### src/rtl/helm_msg_xmt.sv
// -----------------------------------------------------------------------------
// helm_msg_xmt
//   Transmit-side framer for the helm UART message link. One msg_start request
//   produces one frame on the tx byte stream:
//     preamble(4B) | type | seq_no | length | data[N] | checksum
//   N = length, except that a length of 0 still carries one data byte.
//   Payload bytes are fetched from an external message buffer: each byte costs
//   a FETCH cycle (read strobe + address, no byte offered) followed by the
//   DATA cycle in which the fetched byte is offered.
//   Checksum = 8-bit wrapping sum of type, seq_no, length and all data bytes.
//
// Ports
//   clk, rst          clock; asynchronous active-high reset
//   msg_start         1-cycle request, honoured only while idle
//   msg_type          message type, captured on start
//   msg_seq_no        sequence number, captured on start
//   msg_data_length   length field, captured on start
//   msg_data_adr      payload buffer read address (0..N-1)
//   msg_data_rd       payload buffer read strobe
//   msg_data          payload byte returned by the buffer
//   tx_data, tx_vld   byte offered to the UART TX, held until accepted
//   tx_rdy            UART TX accepts the byte when tx_vld & tx_rdy
//   msg_busy          high from start capture until the checksum is accepted
//   msg_done          1-cycle pulse after the checksum is accepted
// -----------------------------------------------------------------------------
module helm_msg_xmt #(
  parameter logic [31:0] PREAMBLE = 32'hAA995566
) (
  input  logic       clk,
  input  logic       rst,
  input  logic       msg_start,
  input  logic [7:0] msg_type,
  input  logic [7:0] msg_seq_no,
  input  logic [7:0] msg_data_length,
  output logic [7:0] msg_data_adr,
  output logic       msg_data_rd,
  input  logic [7:0] msg_data,
  output logic [7:0] tx_data,
  output logic       tx_vld,
  input  logic       tx_rdy,
  output logic       msg_busy,
  output logic       msg_done
);

  typedef enum logic [3:0] {
    S_IDLE  = 4'd0,
    S_PRE0  = 4'd1,
    S_PRE1  = 4'd2,
    S_PRE2  = 4'd3,
    S_PRE3  = 4'd4,
    S_TYPE  = 4'd5,
    S_SEQ   = 4'd6,
    S_LEN   = 4'd7,
    S_FETCH = 4'd8,
    S_DATA  = 4'd9,
    S_CHK   = 4'd10
  } state_t;

  state_t     state_q;
  logic [7:0] type_q;
  logic [7:0] seq_q;
  logic [7:0] len_q;
  logic [7:0] cnt_q;      // data bytes still to send, including the current one
  logic [7:0] adr_q;
  logic [7:0] chksum_q;
  logic [7:0] tx_data_q;
  logic       tx_vld_q;
  logic       rd_q;
  logic       busy_q;
  logic       done_q;
  logic       tx_accept;

  // Wrapping 8-bit checksum accumulate.
  function automatic logic [7:0] chk_add(input logic [7:0] acc, input logic [7:0] b);
    return acc + b;
  endfunction

  assign tx_accept = tx_vld_q & tx_rdy;

  // Frame sequencer; all outputs are registered here.
  always_ff @(posedge clk or posedge rst) begin
    if (rst) begin
      state_q   <= S_IDLE;
      type_q    <= 8'd0;
      seq_q     <= 8'd0;
      len_q     <= 8'd0;
      cnt_q     <= 8'd0;
      adr_q     <= 8'd0;
      chksum_q  <= 8'd0;
      tx_data_q <= 8'd0;
      tx_vld_q  <= 1'b0;
      rd_q      <= 1'b0;
      busy_q    <= 1'b0;
      done_q    <= 1'b0;
    end else begin
      done_q <= 1'b0;
      case (state_q)
        S_IDLE: begin
          if (msg_start) begin
            type_q    <= msg_type;
            seq_q     <= msg_seq_no;
            len_q     <= msg_data_length;
            cnt_q     <= (msg_data_length == 8'd0) ? 8'd1 : msg_data_length;
            adr_q     <= 8'd0;
            chksum_q  <= 8'd0;
            busy_q    <= 1'b1;
            tx_data_q <= PREAMBLE[31:24];
            tx_vld_q  <= 1'b1;
            state_q   <= S_PRE0;
          end
        end
        S_PRE0: begin
          if (tx_accept) begin
            tx_data_q <= PREAMBLE[23:16];
            state_q   <= S_PRE1;
          end
        end
        S_PRE1: begin
          if (tx_accept) begin
            tx_data_q <= PREAMBLE[15:8];
            state_q   <= S_PRE2;
          end
        end
        S_PRE2: begin
          if (tx_accept) begin
            tx_data_q <= PREAMBLE[7:0];
            state_q   <= S_PRE3;
          end
        end
        S_PRE3: begin
          if (tx_accept) begin
            tx_data_q <= type_q;
            state_q   <= S_TYPE;
          end
        end
        S_TYPE: begin
          if (tx_accept) begin
            chksum_q  <= chk_add(chksum_q, tx_data_q);
            tx_data_q <= seq_q;
            state_q   <= S_SEQ;
          end
        end
        S_SEQ: begin
          if (tx_accept) begin
            chksum_q  <= chk_add(chksum_q, tx_data_q);
            tx_data_q <= len_q;
            state_q   <= S_LEN;
          end
        end
        S_LEN: begin
          if (tx_accept) begin
            chksum_q <= chk_add(chksum_q, tx_data_q);
            tx_vld_q <= 1'b0;
            rd_q     <= 1'b1;
            state_q  <= S_FETCH;
          end
        end
        // Read strobe is high for this cycle only; the buffer byte is taken
        // at the end of it and offered in DATA.
        S_FETCH: begin
          rd_q      <= 1'b0;
          tx_data_q <= msg_data;
          tx_vld_q  <= 1'b1;
          state_q   <= S_DATA;
        end
        S_DATA: begin
          if (tx_accept) begin
            chksum_q <= chk_add(chksum_q, tx_data_q);
            cnt_q    <= cnt_q - 8'd1;
            adr_q    <= adr_q + 8'd1;
            if (cnt_q == 8'd1) begin
              // Last data byte: checksum goes out straight away.
              tx_data_q <= chk_add(chksum_q, tx_data_q);
              state_q   <= S_CHK;
            end else begin
              tx_vld_q <= 1'b0;
              rd_q     <= 1'b1;
              state_q  <= S_FETCH;
            end
          end
        end
        S_CHK: begin
          if (tx_accept) begin
            tx_vld_q <= 1'b0;
            busy_q   <= 1'b0;
            done_q   <= 1'b1;
            state_q  <= S_IDLE;
          end
        end
        default: begin
          tx_vld_q <= 1'b0;
          rd_q     <= 1'b0;
          busy_q   <= 1'b0;
          state_q  <= S_IDLE;
        end
      endcase
    end
  end

  assign msg_data_adr = adr_q;
  assign msg_data_rd  = rd_q;
  assign tx_data      = tx_data_q;
  assign tx_vld       = tx_vld_q;
  assign msg_busy     = busy_q;
  assign msg_done     = done_q;

endmodule
### config.mk
export PLATFORM = sky130hd
export DESIGN_NAME = helm_msg_xmt
export DESIGN_NICKNAME = d
export VERILOG_FILES = /design/src/rtl/helm_msg_xmt.sv
export SDC_FILE = /design/constraint.sdc
export NUM_CORES = 1
export LEC_CHECK = 0
export CAP_MARGIN = 20
export CORE_MARGIN = 4
export CORE_UTILIZATION = 59
export CTS_CLUSTER_SIZE = 20
export DETAILED_ROUTE_END_ITERATION = 6
export PLACE_DENSITY_LB_ADDON = 0.1
export REMOVE_ABC_BUFFERS = 1
export SLEW_MARGIN = 20
export SYNTH_ARGS = -nofsm -noshare
export SYNTH_HDL_FRONTEND = slang
export SYNTH_SLANG_ARGS = --single-unit
### constraint.sdc
create_clock -name clk -period 3.3 [get_ports clk]
set_input_delay 0.66 -clock clk [delete_from_list [all_inputs] [get_ports clk]]
set_output_delay 0.66 -clock clk [all_outputs]
set_load 0.02 [all_outputs]
; ---- Word level (Yosys, flattened, before mapping)
; Index checks and enable logic that the tools add are counted.
[word_totals]
regBits = 64
inputBits = 36
out_inout_bits = 20
wordCells = 105
[classes]
add_sub_neg = 3
n_eq_ne = 25
muxes = 43
bitwise_logic = 4
reduce_logical = 18
[op_table]
columns = operator, n
row1 = $mux 8, 15
row2 = $pmux 8 s9, 1
row3 = $pmux 8 s2, 3
row4 = $pmux 4 s11, 1
row5 = $mux 4, 10
row6 = $ne 2x2->1 const B, 12
row7 = $reduce_and 10->1, 2
row8 = $eq 4x3->1 const B, 4
row9 = $eq 4x4->1 const B, 3
row10 = $mux 1, 9
row11 = $reduce_and 3->1, 3
row12 = $reduce_bool 9->1, 1
row13 = $reduce_or 9->1, 1
row14 = $add 8x1->8 const B, 1
row15 = $add 8x8->8, 1
row16 = $eq 4x2->1 const B, 2
row17 = $eq 8x1->1 const B, 1
row18 = $logic_not 8->1, 1
row19 = $reduce_or 8->1, 1
row20 = $sub 8x1->8 const B, 1
row21 = $pmux 1 s3, 2
row22 = $reduce_or 6->1, 1
row23 = $pmux 1 s5, 1
row24 = $reduce_and 5->1, 1
row25 = 11 further kinds, 15

; ---- Logic depth before layout (Yosys ltp)
[logic_depth]
ltp_word = 4
mapped_depth = 9
mapped_depth_nobuf = 9

; ---- Worst setup path before layout
; No wires, ideal clock.
[synth_timing]
kind = reg2reg
start = reg tx_data_q[0] (netlist: tx_data[0])
end = reg tx_data_q[6] (netlist: tx_data[6])
setup_ns = 0.127
arrival_ns = 1.920
t_required_ns = 3.173
path_slack_ns = 1.252
stages_incl_launch_ff = 10
path_buffers = 0
synth_period_minus_slack_ns = 2.048
path_cell_list = dfrtp_1 > ha_1 > inv_1 > fa_1 > nor2b_1 > o31a_1 > o21ai_1 > nand2_1 > o211ai_1 > mux2_1
[synth_between]
elab_chain_len = 4
[synth_lines]
columns = element, line_no
row1 = "start, declared", 66  ; logic [7:0] tx_data_q;
row2 = "start signal, assigned", 107  ; tx_data_q <= PREAMBLE[31:24];
row3 = "start signal, assigned", 114  ; tx_data_q <= PREAMBLE[23:16];
row4 = "start signal, assigned", 120  ; tx_data_q <= PREAMBLE[15:8];
row5 = $add 8x8->8, 75  ; return acc + b;
row6 = $mux 8, 171  ; if (cnt_q == 8'd1) begin
row7 = $mux 8, 167  ; if (tx_accept) begin
row8 = $pmux 8 s9, 97  ; case (state_q)
; Every way passes these cells. The select of a mux whose other input is x is not followed.
; A chain may end at the register's enable or synchronous reset.

; ---- Worst setup path in the final report
[layout_timing]
start = reg state_q[2]
end = reg tx_data_q[7] (netlist: tx_data[7])
[layout_between]
elab_chain_len = 3
elab_cells_between_ends = 21
cone_classes = eq/ne: 17 / mux: 1 / reduce/logical: 3
[layout_lines]
columns = element, line_no
row1 = "start, declared", 59  ; state_t state_q;
row2 = "start signal, assigned", 83  ; state_q <= S_IDLE;
row3 = "start signal, assigned", 109  ; state_q <= S_PRE0;
row4 = "start signal, assigned", 115  ; state_q <= S_PRE1;
row5 = "$eq 4x4->1, or another cell as far along", 97
row6 = $reduce_bool 9->1 (no source line) / $ne 2x2->1 (equally long branches), -
row7 = $reduce_and 10->1 (no source line), -
; Several ways; a longest one is shown, not always the timed one.

==> impl_metrics.env <==
export IMPL_status="complete, no violations"
export IMPL_synth_top_family_by_area="simple AND/OR/NAND/NOR gates"
export IMPL_powerDensity_nw_per_um2=959
export IMPL_finalSetupViolCount=0
export IMPL_dr_pass1_iters=5
export IMPL_hold_slack_ns=0.477
export IMPL_grt_pass1_wl_um=15600
export IMPL_synthDistinctLibCells=60
export IMPL_crit_family="simple AND/OR/NAND/NOR gates"
export IMPL_rr_startpoint="state_q[2]$_DFFE_PP0P_"
export IMPL_clock_sinks=64
export IMPL_cts_hold_fix_buffers=0
export IMPL_async_reset_ff_frac=1.00
export IMPL_ys_seq_area_frac=0.436
export IMPL_wl_per_cell_um=15.8
export IMPL_skew_ns=0.00736
export IMPL_r2r_end="tx_data[7]$_DFFE_PP0P_"
export IMPL_fin_crit_sh=0.741
export IMPL_placedCellCount=552
export IMPL_peakVddDrop_mv=0.618
export IMPL_fmax_mhz=409
export IMPL_fp_dieW_um=86.9
export IMPL_clk_path_buf_depth=2
export IMPL_crit_end="tx_data[7]$_DFFE_PP0P_"
export IMPL_drv_slew=0
export IMPL_min_period_ns=2.44
export IMPL_mostFrequentLayoutCells="95 x nand2_1, 64 x dfrtp_1, 55 x clkdlybuf4s50_1"
export IMPL_routed_wl_um=8970
export IMPL_fin_cells=568
export IMPL_grt_pass1_vias=3334
export IMPL_rsz0062_at_grt="no"
export IMPL_cts_root_buf="clkbuf_8"
export IMPL_drive_gt1_frac=0.0832
export IMPL_postRouteAntennaNets=0
export IMPL_rows=28
export IMPL_crit_path_end_kind="register"
export IMPL_gr_total_overflow=0
export IMPL_startpoint_type="register"
export IMPL_initial_core_util=0.613
export IMPL_crit_start="state_q[2]$_DFFE_PP0P_"
export IMPL_areaGrowthSynthToFinish_pct=23.9
export IMPL_routabilityCongestion=0.946
export IMPL_synth_cells=435
export IMPL_fill_cells=448
export IMPL_cts_htree_levels=3
export IMPL_cts_resized_gates=0
export IMPL_vias_per_cell=5.84
export IMPL_muxShareOfSynthArea=0.0228
export IMPL_dieArea_um2=7550
export IMPL_synth_compound_area_frac=0.196
export IMPL_slew_headroom=0.554
export IMPL_fin_nets=535
export IMPL_synth_edff_count=0
export IMPL_diodes=0
export IMPL_grt_antenna_before_repair=0
export IMPL_regArea_um2=1600
export IMPL_path_max_fanout=16
export IMPL_clk_pin_slew_ns=0.07
export IMPL_placed_area_um2=4300
export IMPL_path_cells="buf_4, nor2_1, nor2_1, a2111oi_4, and2_1, buf_4, o21a_1, o22a_1"
export IMPL_reg2reg_depth=8
export IMPL_syn_cell_area_um2=3670
export IMPL_grt_max_degree=35
export IMPL_max_cap_violations=0
export IMPL_power_total_mw=4.36
export IMPL_initialDrtViolationCount=290
export IMPL_ios=56
export IMPL_insertion_delay_ns=0.34
export IMPL_core_area_um2=5990
export IMPL_dp_slack_ns=0.598
export IMPL_hold_viol=0
export IMPL_cpMaxStageDelayCell="dfrtp_1"
export IMPL_synth_top_flop_cell="dfrtp_1"
export IMPL_cts_buffers=9
export IMPL_die_h_um=86.9
export IMPL_synth_xor_area_frac=0.0334
export IMPL_synth_seq_cells=64
export IMPL_portBuffers=55
export IMPL_arrival_ns=2.73
export IMPL_fin_setup_tns_ns=0
export IMPL_syn_area_per_cell_um2=8.44
export IMPL_worstSetupPathDepth=8
export IMPL_drc=0
export IMPL_hp_class="register to register"
export IMPL_multiInputGateArea_um2=1910
export IMPL_power_leakage_nw=2.01
export IMPL_fin_ws_ns=0.855
export IMPL_tightest_slew_ns=0.667
export IMPL_dp_hpwl_um=6670
export IMPL_required_ns=3.59
export IMPL_final_area_um2=4550
export IMPL_cts_tree="built"
export IMPL_reg2reg_slack_ns=0.86
export IMPL_cts_setup_buffers=0
export IMPL_critPathKind="register to register"
export IMPL_track_usage=0.261
export IMPL_yosysWarnings=0
export IMPL_mostFrequentLayoutCell="nand2_1"
export IMPL_num_vias=3317
export IMPL_synthSimpleGateAreaFrac=0.227
export IMPL_final_util=0.759
export IMPL_max_stage_delay_ns=0.55
export IMPL_synthAdderAreaFrac=0.0395
export IMPL_critPathBufInv=2
[sequential cells by signal, summed over array words and instances (netlist names)]
| register | cells |
|---|---|
| chksum_q | 8 |
| cnt_q | 8 |
| len_q | 8 |
| msg_data_adr | 8 |
| seq_q | 8 |
| tx_data | 8 |
| type_q | 8 |
| state_q | 4 |
| msg_busy | 1 |
| msg_data_rd | 1 |
| msg_done | 1 |
| tx_vld | 1 |
[cells in the mapped netlist, types with 8 or more instances]
| cell type | n | share of area |
|---|---|---|
| buf_2 | 8 | 0.011 |
| o21ai_1 | 10 | 0.014 |
| o21ai_0 | 33 | 0.045 |
| nand2_1 | 95 | 0.097 |
| inv_1 | 12 | 0.012 |
| clkbuf_1 | 14 | 0.014 |
| a21oi_1 | 22 | 0.030 |
| nand3_1 | 17 | 0.023 |
| ha_1 | 10 | 0.034 |
| dfrtp_1 | 64 | 0.44 |
| xor2_1 | 10 | 0.024 |
| nor2_1 | 40 | 0.041 |
[cell families after synthesis]
kind of cell,after synthesis
multiplexers,8
AND/OR/NAND/NOR,189
AO/OA/AOI/OAI,111
XOR/XNOR,14
buffers and inverters,38
flip-flops,64
adder cells (fa/ha/maj),11
[final cells by class]
| class | instances | share of cell area |
|---|---|---|
| Multi-Input combinational cell | 333 | 0.419 |
| Tap cell | 75 | 0.0206 |
| Inverter | 13 | 0.0107 |
| Timing Repair Buffer | 67 | 0.144 |
| Clock buffer | 9 | 0.0272 |
| Clock inverter | 7 | 0.0264 |
| Sequential cell | 64 | 0.352 |
[report_power, final]
| part | leakage, nW | total, mW | internal [mW] | switching (mW) |
|---|---|---|---|---|
| Sequential | 0.801 | 1.41 | 1.10 | 0.304 |
| Clock | 0.119 | 0.822 | 0.503 | 0.319 |
| Combinational | 1.09 | 2.13 | 0.917 | 1.21 |
| Total | 2.01 | 4.36 | 2.52 | 1.84 |
[worst register-to-register path, stage by stage, from the launching register on]
cell       delay, ns
dfrtp_1         0.55
buf_4           0.27
nor2_1          0.22
nor2_1          0.13
a2111oi_4       0.35
and2_1          0.40
buf_4           0.23
o21a_1          0.13
o22a_1          0.12
[routing by layer]
| metal | GRT usage | wire length [um] |
|---|---|---|
| met2 | 0.429 | 4380 |
| met4 | 0.112 | 225 |
| met1 | 0.343 | 3940 |
| met5 | 0 | 0 |
| met3 | 0.0407 | 418 |
[worst min path at each step]
| stage | start | endpoint | slack, ns | cells after the start |
|---|---|---|---|---|
| after floorplan | seq_q[2]$_DFFE_PP0P_ | seq_q[2]$_DFFE_PP0P_ | 0.44 | 2 |
| after global placement | type_q[1]$_DFFE_PP0P_ | type_q[1]$_DFFE_PP0P_ | 0.46 | 2 |
| after detailed placement | type_q[1]$_DFFE_PP0P_ | type_q[1]$_DFFE_PP0P_ | 0.46 | 2 |
| after CTS | type_q[1]$_DFFE_PP0P_ | type_q[1]$_DFFE_PP0P_ | 0.48 | 2 |
| after global routing | type_q[2]$_DFFE_PP0P_ | type_q[2]$_DFFE_PP0P_ | 0.50 | 2 |
| final | type_q[1]$_DFFE_PP0P_ | type_q[1]$_DFFE_PP0P_ | 0.48 | 2 |
No activity file was read; power rests on OpenSTA's default activity.
